$ cat src/rtl/board_b_d_gfx_arbiter_pkg.sv
// ============================================================================
// board_b_d_pkg : shared types and helpers for the M72-B-D gfx ROM arbiter
// Rev 1.0
// ============================================================================
`default_nettype none

package board_b_d_pkg;

  typedef enum logic [1:0] {
    ARB_IDLE = 2'd0,
    ARB_REQ  = 2'd1,
    ARB_DONE = 2'd2
  } arb_state_t;

  typedef enum logic {
    SRC_A = 1'b0,
    SRC_B = 1'b1
  } gfx_src_t;

  // On a tie the side that was not served last wins.
  function automatic gfx_src_t rr_pick(input logic a_pend, input logic b_pend,
                                       input gfx_src_t last);
    if (a_pend && b_pend) return (last == SRC_A) ? SRC_B : SRC_A;
    return a_pend ? SRC_A : SRC_B;
  endfunction

  function automatic int cnt_width(input int t);
    return (t <= 0) ? 1 : $clog2(t + 1);
  endfunction

endpackage

`default_nettype wire

$ cat src/rtl/board_b_d_gfx_arbiter_if.sv
// ============================================================================
// board_b_d_gfx_arbiter_if : layer A/B fetch ports plus gfx ROM read port
// Rev 1.0
// ============================================================================
`default_nettype none

interface board_b_d_gfx_arbiter_if #(
  parameter int ADDR_W = 20,
  parameter int DATA_W = 32
);
  logic              a_rd;
  logic [ADDR_W-1:0] a_addr;
  logic              a_busy;
  logic              a_valid;
  logic [DATA_W-1:0] a_data;
  logic              b_rd;
  logic [ADDR_W-1:0] b_addr;
  logic              b_busy;
  logic              b_valid;
  logic [DATA_W-1:0] b_data;
  logic              mem_req;
  logic [ADDR_W-1:0] mem_addr;
  logic              mem_ack;
  logic [DATA_W-1:0] mem_data;
  logic              timeout_err;

  modport slave (
    input  a_rd, a_addr, b_rd, b_addr, mem_ack, mem_data,
    output a_busy, a_valid, a_data, b_busy, b_valid, b_data,
           mem_req, mem_addr, timeout_err
  );

  modport master (
    output a_rd, a_addr, b_rd, b_addr, mem_ack, mem_data,
    input  a_busy, a_valid, a_data, b_busy, b_valid, b_data,
           mem_req, mem_addr, timeout_err
  );
endinterface

`default_nettype wire

$ cat src/rtl/board_b_d_gfx_arbiter_req_slot.sv
// ============================================================================
// board_b_d_req_slot : one-deep fetch request latch with data/valid outputs
// Rev 1.0
// ============================================================================
`default_nettype none

module board_b_d_req_slot #(
  parameter int ADDR_W = 20,
  parameter int DATA_W = 32
) (
  input  logic              clk,
  input  logic              rst_n,
  input  logic              i_rd,
  input  logic [ADDR_W-1:0] i_addr,
  input  logic              i_clear,
  input  logic [DATA_W-1:0] i_data,
  output logic              o_busy,
  output logic [ADDR_W-1:0] o_addr,
  output logic              o_valid,
  output logic [DATA_W-1:0] o_data
);

  logic              r_busy;
  logic [ADDR_W-1:0] r_addr;
  logic              r_valid;
  logic [DATA_W-1:0] r_data;

  // Clear only happens while busy, so a strobe can never collide with it.
  always_ff @(posedge clk or negedge rst_n) begin
    if (!rst_n) begin
      r_busy  <= 1'b0;
      r_addr  <= '0;
      r_valid <= 1'b0;
      r_data  <= '0;
    end else begin
      r_valid <= i_clear;
      if (i_clear) begin
        r_busy <= 1'b0;
        r_data <= i_data;
      end else if (i_rd && !r_busy) begin
        r_busy <= 1'b1;
        r_addr <= i_addr;
      end
    end
  end

  assign o_busy  = r_busy;
  assign o_addr  = r_addr;
  assign o_valid = r_valid;
  assign o_data  = r_data;

endmodule

`default_nettype wire

$ cat src/rtl/board_b_d_gfx_arbiter.sv
// ============================================================================
// board_b_d_gfx_arbiter : round-robin share of the gfx ROM port, layers A/B
// Rev 1.0
// ============================================================================
`default_nettype none

module board_b_d_gfx_arbiter
  import board_b_d_pkg::*;
#(
  parameter int ADDR_W  = 20,
  parameter int DATA_W  = 32,
  parameter int TIMEOUT = 255
) (
  input  logic                          CLK_32M,
  input  logic                          RESET_N,
  board_b_d_gfx_arbiter_if.slave        bus
);

  localparam int         CNT_W  = cnt_width(TIMEOUT);
  localparam logic [1:0] S_IDLE = ARB_IDLE;
  localparam logic [1:0] S_REQ  = ARB_REQ;
  localparam logic [1:0] S_DONE = ARB_DONE;

  logic              w_a_busy, w_b_busy;
  logic [ADDR_W-1:0] w_a_addr, w_b_addr;
  logic              w_a_clear, w_b_clear;
  gfx_src_t          w_pick;
  logic [CNT_W-1:0]  w_cnt_inc;
  logic              w_wd_fire;

  logic [1:0]        r_state;
  gfx_src_t          r_grant;
  gfx_src_t          r_last;
  logic              r_mem_req;
  logic [ADDR_W-1:0] r_mem_addr;
  logic [DATA_W-1:0] r_rdata;
  logic [CNT_W-1:0]  r_cnt;
  logic              r_toerr;

  board_b_d_req_slot #(.ADDR_W(ADDR_W), .DATA_W(DATA_W)) u_slot_a (
    .clk(CLK_32M), .rst_n(RESET_N), .i_rd(bus.a_rd), .i_addr(bus.a_addr),
    .i_clear(w_a_clear), .i_data(r_rdata), .o_busy(w_a_busy),
    .o_addr(w_a_addr), .o_valid(bus.a_valid), .o_data(bus.a_data)
  );

  board_b_d_req_slot #(.ADDR_W(ADDR_W), .DATA_W(DATA_W)) u_slot_b (
    .clk(CLK_32M), .rst_n(RESET_N), .i_rd(bus.b_rd), .i_addr(bus.b_addr),
    .i_clear(w_b_clear), .i_data(r_rdata), .o_busy(w_b_busy),
    .o_addr(w_b_addr), .o_valid(bus.b_valid), .o_data(bus.b_data)
  );

  assign w_a_clear = (r_state == S_DONE) && (r_grant == SRC_A);
  assign w_b_clear = (r_state == S_DONE) && (r_grant == SRC_B);
  assign w_pick    = rr_pick(w_a_busy, w_b_busy, r_last);
  assign w_cnt_inc = r_cnt + CNT_W'(1);
  // Fires on the cycle the count reaches TIMEOUT, so mem_req lasts TIMEOUT cycles.
  assign w_wd_fire = (TIMEOUT != 0) && (w_cnt_inc == CNT_W'(TIMEOUT));

  always_ff @(posedge CLK_32M or negedge RESET_N) begin
    if (!RESET_N) begin
      r_state    <= S_IDLE;
      r_grant    <= SRC_A;
      r_last     <= SRC_B;
      r_mem_req  <= 1'b0;
      r_mem_addr <= '0;
      r_rdata    <= '0;
      r_cnt      <= '0;
      r_toerr    <= 1'b0;
    end else begin
      r_toerr <= 1'b0;
      case (r_state)
        S_IDLE: begin
          if (w_a_busy || w_b_busy) begin
            r_grant    <= w_pick;
            r_mem_req  <= 1'b1;
            r_mem_addr <= (w_pick == SRC_A) ? w_a_addr : w_b_addr;
            r_state    <= S_REQ;
          end
        end
        S_REQ: begin
          if (bus.mem_ack) begin
            r_rdata   <= bus.mem_data;
            r_mem_req <= 1'b0;
            r_state   <= S_DONE;
          end else if (w_wd_fire) begin
            r_rdata   <= '0;
            r_mem_req <= 1'b0;
            r_toerr   <= 1'b1;
            r_state   <= S_DONE;
          end else if (TIMEOUT != 0) begin
            r_cnt <= w_cnt_inc;
          end
        end
        S_DONE: begin
          r_last  <= r_grant;
          r_cnt   <= '0;
          r_state <= S_IDLE;
        end
        default: r_state <= S_IDLE;
      endcase
    end
  end

  assign bus.a_busy      = w_a_busy;
  assign bus.b_busy      = w_b_busy;
  assign bus.mem_req     = r_mem_req;
  assign bus.mem_addr    = r_mem_addr;
  assign bus.timeout_err = r_toerr;

endmodule

`default_nettype wire

$ cat src/flat_wrapper.sv
// flat-port wrapper written by rule: the top's interface ports become plain ports
module board_b_d_gfx_arbiter_flat import board_b_d_pkg::*;
#(
  parameter int ADDR_W  = 20,
  parameter int DATA_W  = 32,
  parameter int TIMEOUT = 255
)
  (CLK_32M, RESET_N, bus_a_rd, bus_a_addr, bus_b_rd, bus_b_addr, bus_mem_ack, bus_mem_data, bus_a_busy, bus_a_valid, bus_a_data, bus_b_busy, bus_b_valid, bus_b_data, bus_mem_req, bus_mem_addr, bus_timeout_err);
  board_b_d_gfx_arbiter_if #(.ADDR_W(ADDR_W), .DATA_W(DATA_W)) bus_i ();
  input  logic CLK_32M;
  input  logic RESET_N;
  input wire logic [$bits(bus_i.a_rd)-1:0] bus_a_rd;
  input wire logic [$bits(bus_i.a_addr)-1:0] bus_a_addr;
  input wire logic [$bits(bus_i.b_rd)-1:0] bus_b_rd;
  input wire logic [$bits(bus_i.b_addr)-1:0] bus_b_addr;
  input wire logic [$bits(bus_i.mem_ack)-1:0] bus_mem_ack;
  input wire logic [$bits(bus_i.mem_data)-1:0] bus_mem_data;
  output wire logic [$bits(bus_i.a_busy)-1:0] bus_a_busy;
  output wire logic [$bits(bus_i.a_valid)-1:0] bus_a_valid;
  output wire logic [$bits(bus_i.a_data)-1:0] bus_a_data;
  output wire logic [$bits(bus_i.b_busy)-1:0] bus_b_busy;
  output wire logic [$bits(bus_i.b_valid)-1:0] bus_b_valid;
  output wire logic [$bits(bus_i.b_data)-1:0] bus_b_data;
  output wire logic [$bits(bus_i.mem_req)-1:0] bus_mem_req;
  output wire logic [$bits(bus_i.mem_addr)-1:0] bus_mem_addr;
  output wire logic [$bits(bus_i.timeout_err)-1:0] bus_timeout_err;
  assign bus_i.a_rd = bus_a_rd;
  assign bus_i.a_addr = bus_a_addr;
  assign bus_i.b_rd = bus_b_rd;
  assign bus_i.b_addr = bus_b_addr;
  assign bus_i.mem_ack = bus_mem_ack;
  assign bus_i.mem_data = bus_mem_data;
  assign bus_a_busy = bus_i.a_busy;
  assign bus_a_valid = bus_i.a_valid;
  assign bus_a_data = bus_i.a_data;
  assign bus_b_busy = bus_i.b_busy;
  assign bus_b_valid = bus_i.b_valid;
  assign bus_b_data = bus_i.b_data;
  assign bus_mem_req = bus_i.mem_req;
  assign bus_mem_addr = bus_i.mem_addr;
  assign bus_timeout_err = bus_i.timeout_err;
  board_b_d_gfx_arbiter #(.ADDR_W(ADDR_W), .DATA_W(DATA_W), .TIMEOUT(TIMEOUT)) u_core (.CLK_32M(CLK_32M), .RESET_N(RESET_N), .bus(bus_i));
endmodule
$ cat config.mk
export PLATFORM = sky130hd
export DESIGN_NAME = board_b_d_gfx_arbiter_flat
export DESIGN_NICKNAME = d
export VERILOG_FILES = /design/src/rtl/board_b_d_gfx_arbiter_pkg.sv /design/src/rtl/board_b_d_gfx_arbiter_if.sv /design/src/rtl/board_b_d_gfx_arbiter_req_slot.sv /design/src/rtl/board_b_d_gfx_arbiter.sv /design/src/flat_wrapper.sv
export SDC_FILE = /design/constraint.sdc
export NUM_CORES = 1
export LEC_CHECK = 0
export CORE_AREA = 5 5 117 130
export DETAILED_ROUTE_END_ITERATION = 16
export DIE_AREA = 0 0 122 135
export PLACE_DENSITY = 0.79
export SKIP_LAST_GASP = 1
export SLEW_MARGIN = 20
export SYNTH_ARGS = -nofsm -noshare
export SYNTH_HDL_FRONTEND = slang
export SYNTH_HIERARCHICAL = 1
export SYNTH_SLANG_ARGS = --single-unit
$ cat constraint.sdc
create_clock -name CLK_32M -period 5.6 [get_ports CLK_32M]
set_input_delay 0.56 -clock CLK_32M [delete_from_list [all_inputs] [get_ports CLK_32M]]
set_output_delay 0.56 -clock CLK_32M [all_outputs]
set_load 0.005 [all_outputs]
### Word-level counts from Yosys, hierarchy flattened

Index checks and enable logic that the tools add are counted.

| operators by class | value |
|---|---|
| reduce and logical (&&, ||, !) cells | 21 |
| bitwise gates (word level) | 3 |
| muxes and demuxes | 26 |
| equal/unequal tests | 7 |
| add/sub/neg operators | 1 |

Operators with widths:

| operator | count |
|---|---|
| 32-bit 2-to-1 mux | 2 |
| 20-bit 2-to-1 mux | 1 |
| 8-bit 2-to-1 mux | 2 |
| 8-bit one-hot mux with 2 select lines | 1 |
| 1-bit 2-to-1 mux | 15 |
| 2-bit AND reduction | 5 |
| 2-bit nonzero test | 5 |
| 8-bit by 1-bit adder with 8-bit output (second input constant) | 1 |
| 8-bit equality test (second input constant) | 1 |
| 2-bit 2-to-1 mux | 3 |
| 3-bit AND reduction | 2 |
| 1-bit logical AND | 5 |
| 2-bit inequality test (second input constant) | 2 |
| 2-bit one-hot mux with 2 select lines | 1 |
| 3-bit by 2-bit inequality test with 1-bit output (second input constant) | 1 |
| 1-bit inverter | 3 |
| 2-bit by 1-bit equality test with 1-bit output (second input constant) | 1 |
| 2-bit equality test (second input constant) | 1 |
| 1-bit zero test | 2 |
| 2-bit zero test | 1 |
| 2-bit by 1-bit inequality test with 1-bit output (second input constant) | 1 |
| 1-bit one-hot mux with 2 select lines | 1 |
| 1-bit logical OR | 1 |

| storage, ports and cells | value |
|---|---|
| word-level logic and storage cells | 74 |
| output and inout bits | 90 |
| bits in registers | 174 |
| input port bits | 77 |

### Depth between registers and ports, before layout

| depth | value |
|---|---|
| depth in word-level cells | 5 |
| depth in mapped cells | 7 |
| depth with buffers taken out | 6 |

### Modules after synthesis

Netlist, hierarchy kept.

By module, submodules not included:

| module | area an instance (um2) | seq. area each (um2) | instances | cells each |
|---|---|---|---|---|
| board_b_d_req_slot | 2,011.9 | 1,351.3 | 2 | 115 |
| board_b_d_gfx_arbiter | 2,844.0 | 1,652.8 | 1 | 244 |

### Worst setup path before layout

OpenSTA, ideal clock, no wires.

| timing path | value |
|---|---|
| path type | flip-flop to flip-flop |
| start point | register u_core.r_cnt[1] |
| end point | register u_core.r_rdata[12] |
| clock period less this slack | 2.061 ns |
| cell stages (with the launch flop) | 8 |
| arrival | 1.940 ns |
| library setup time | 0.121 ns |
| data required time | 5.479 ns |
| buffers on the path | 1 |
| setup slack | 3.539 ns |
| cells stage by stage | dfrtp_1 ha_1 nand3_2 or3_4 a221oi_4 o21ai_4 buf_6 a22o_1 |

| on the way | value |
|---|---|
| cells in the longest elaborated chain, start to end | 4 |

Ends and longest elaborated chain:

| item | RTL line | RTL |
|---|---|---|
| from (decl) | board_b_d_gfx_arbiter.sv:37 | `logic [CNT_W-1:0] r_cnt;` |
| from (signal assigned) | board_b_d_gfx_arbiter.sv:91 | `r_cnt <= w_cnt_inc;` |
| 8-bit by 1-bit adder with 8-bit output | board_b_d_gfx_arbiter.sv:55 | `assign w_cnt_inc = r_cnt + CNT_W'(1);` |
| 8-bit equality test | board_b_d_gfx_arbiter.sv:57 | `assign w_wd_fire = (TIMEOUT != 0) && (w_cnt_inc == CNT_W'(TIMEOUT));` |
| 2-bit nonzero test (no line) | - |  |
| 2-bit AND reduction (no line) | - |  |
| to (signal assigned) | board_b_d_gfx_arbiter.sv:82 | `r_rdata <= bus.mem_data;` |
| to (decl) | board_b_d_gfx_arbiter.sv:36 | `logic [DATA_W-1:0] r_rdata;` |

No other way between the ends.
A chain may end at the register's enable or synchronous reset.

### Worst setup path in the final report

| timing path | value |
|---|---|
| start point | register u_core.r_cnt[1] |
| end point | register u_core.r_rdata[4] |

The elaborated chain is that of the path after synthesis.

==> impl_metrics.tcl <==
set metrics [dict create \
    synth-xor-area-share 0.00128 \
    grt_max_degree 74 \
    synth.mux.area_fraction 0.201 \
    chipHeight_um 135 \
    nets 716 \
    grt_pass1_wl_um 25400 \
    cp_data_arrival_time_ns 2.98 \
    setup_tns_ns 0 \
    syn_nets 553 \
    hold_viol 0 \
    h-tree-depth 4 \
    synth_top_family_by_area "multiplexers" \
    grt_usage 0.199 \
    cts_resized 0 \
    post-route-period-util 0.468 \
    synth_simple_gate_area_frac 0.0479 \
    netlist_instances 474 \
    drc 0 \
    fmax_mhz 381 \
    status "finished, final reports clean" \
    drv_slew 0 \
    maxSlewHeadroom 0.269 \
    die_area_sq_um 16500 \
    peakVddDrop_mv 0.291 \
    slowest_stage "o21ai_4" \
    start_util 0.502 \
    fin_crit_ns 2.62 \
    hold_buffers 0 \
    io_pins 167 \
    routed_via_density 5.31 \
    cts.sinks 174 \
    yosysTopAreaCell "dfrtp_1" \
    dpl.hpwl_um 10800 \
    pre_cts_ws_ns 2.89 \
    cts_max_path_buffers 2 \
    first_global_vias 4985 \
    place.gp.congestion 0.865 \
    antenna_found_initial 0 \
    dieWidth_um 122 \
    synth.distinct_cells 45 \
    synth_compound_area_frac 0.0823 \
    post-synth-top-area-fraction 0.630 \
    yosys-top-cells-area "dfrtp_1 63%, mux2_2 16%, a22o_1 4.1%" \
    worstPathMaxFanout 34 \
    power_mw 5.38 \
    fin_ws_ns 2.98 \
    setup_violations 0 \
    powerDensity_nw_per_um2 579 \
    rsz0062_at_grt "false" \
    drt_iter0_drc 138 \
    worstPathCellList "ha_1 -> nand3_2 -> o21ai_0 -> a221oi_4 -> o21ai_4 -> a22o_1" \
    worstSetupPathType "reg -> reg" \
    fillers 969 \
    synth-seq-area-share 0.634 \
    regToRegSetupSlack_ns 2.98 \
    hp-class "in -> async" \
    cp.required_ns 5.96 \
    final_common_cell "dfrtp_1" \
    post-route-util 0.679 \
    synth_seq_cells 174 \
    portBuffers 166 \
    worstMarginPinSlew_ns 1.10 \
    synth_area_sq_um 6870 \
    clk_latency_ns 0.42 \
    drt_first_pass_iters 4 \
    clk_pin_slew_worst_paths_ns 0.06 \
    start_kind "flip-flop" \
    final_cell_mix "173 x dfrtp_1, 165 x clkdlybuf4s50_1, 100 x mux2_2, 32 x nor2_1, 32 x a22o_1" \
    ys_warn_count 6 \
    overflow 0 \
    routed_wl_um 15800 \
    maxCapViolCount 0 \
    cts_setup_buffers 0 \
    drive_above_1_share 0.231 \
    tritoncts "yes" \
    cp_num_buf_inv 0 \
    cpLargestDelayFamily "compound AO/OA/AOI/OAI gates" \
    reg2reg_depth 6 \
    areaGrowthSynthToFinish_pct 35.3 \
    cts-root-buf "clkbuf_16" \
    timing.rr.end "u_core/r_rdata[4]$_DFFE_PN0P_" \
    numCtsBuffers 17 \
    drt-wirelength-per-cell_um 18.9 \
    skew_ns 0.00710 \
    n_antenna_cell 0 \
    detail-route-antenna-nets 0 \
    slowest_delay_ns 0.82 \
    vias 4448 \
    num_rows 45 \
    core_sq_um 13700 \
    syn_avg_cell_area_sq_um 14.5 \
    synth_fa_ha_area_frac 0.00364 \
    leakage_nw 4.05 \
    crit_path_end_kind "flip-flop" \
    rr_startpoint "u_core/r_cnt[1]$_DFFE_PN0P_" \
]
[synthesized netlist by cell type (all sizes together)]
| library cell | instances |
|---|---|
| o311ai | 2 |
| mux2 | 104 |
| inv | 6 |
| dfrtp | 173 |
| a21o | 2 |
| or3 | 2 |
| o21ai | 6 |
| o31ai | 1 |
| dfstp | 1 |
| nand4 | 2 |
| and3 | 3 |
| a22o | 32 |
| o41ai | 1 |
| nor3b | 2 |
| xor2 | 1 |
| ha | 2 |
| or4 | 1 |
| o32a | 1 |
| buf | 17 |
| a31oi | 1 |
| a221o | 1 |
| nand2b | 1 |
| nor2 | 33 |
| o211ai | 1 |
| or2 | 1 |
| nand2 | 8 |
| and2 | 2 |
| nor3 | 2 |
| nand3 | 4 |
| o32ai | 1 |
| a21oi | 22 |
| nor4b | 1 |
| a22oi | 1 |
| mux2i | 21 |
| a221oi | 1 |
| nor4 | 2 |
| a31o | 1 |
| clkbuf | 11 |
[kinds of logic (layout without fill, tap and decap cells)]
group | after synthesis | count (layout)
AOI/OAI and AO/OA | 74 | 74
DFF | 174 | 174
adders and majority gates | 2 | 2
buffers and inverters | 34 | 209
and+or+nand+nor | 64 | 64
muxes | 125 | 125
xor gates and xnor gates | 1 | 1
[final cells by class]
type	instances	area, sq um	share of cell area
repair buffers	172	1730	0.186
well taps	188	235	0.0253
flip-flops and latches	174	4360	0.469
clock buffers	20	467	0.0502
multi-input cells	266	2330	0.251
inverters	6	22.5	0.00242
clock inverters	11	155	0.0167
[flip-flops by register name (all words and copies together), names as in the netlist]
name / count
u_core/u_slot_b/o_data: 32
u_core/u_slot_a/o_addr: 20
u_core/r_state: 2
u_core/r_last: 1
u_core/u_slot_a/o_valid: 1
u_core/r_cnt: 8
u_core/r_grant: 1
u_core/r_rdata: 32
u_core/u_slot_a/o_data: 32
u_core/u_slot_b/o_addr: 20
u_core/bus.mem_addr: 20
u_core/bus.mem_req: 1
u_core/u_slot_b/o_valid: 1
u_core/u_slot_a/o_busy: 1
u_core/bus.timeout_err: 1
u_core/u_slot_b/o_busy: 1
[routing by layer]
layer,track usage,wire [um],vias up
li1,-,-,2035
met1,0.251,6700,2239
met2,0.317,7790,143
met3,0.0637,976,31
met4,0.0872,381,0
met5,0,0,-
[power by group]
part / internal, mW / total, mW / switching, mW
Combinational: 1.18 / 1.90 / 0.720
Sequential: 1.86 / 2.26 / 0.402
Clock: 0.740 / 1.22 / 0.478
Total: 3.78 / 5.38 / 1.60
[through the flow]
step	area (sq um)	instances	hold slack, ns
after floorplan	6870	474	0.264
after global placement	8640	805	0.460
after detailed placement	8640	805	0.476
after CTS	9260	836	0.0198
after global routing	9290	837	0.0393
final	9290	837	0.0289
[worst max path at each step]
stage / start / endpoint / depth (start not counted)
2_1_floorplan: u_core/r_cnt[1]$_DFFE_PN0P_ / u_core/r_rdata[12]$_DFFE_PN0P_ / 7
3_3_place_gp: u_core/r_state[0]$_DFFE_PN0P_ / u_core/u_slot_a/o_addr[17]$_DFFE_PN0P_ / 5
3_5_place_dp: u_core/r_state[0]$_DFFE_PN0P_ / u_core/u_slot_a/o_addr[17]$_DFFE_PN0P_ / 5
4_1_cts: u_core/r_state[0]$_DFFE_PN0P_ / u_core/u_slot_a/o_addr[17]$_DFFE_PN0P_ / 5
5_1_grt: u_core/r_cnt[1]$_DFFE_PN0P_ / u_core/r_rdata[17]$_DFFE_PN0P_ / 6
6_report: u_core/r_cnt[1]$_DFFE_PN0P_ / u_core/r_rdata[4]$_DFFE_PN0P_ / 6
Power figures use the tool's default switching activity.
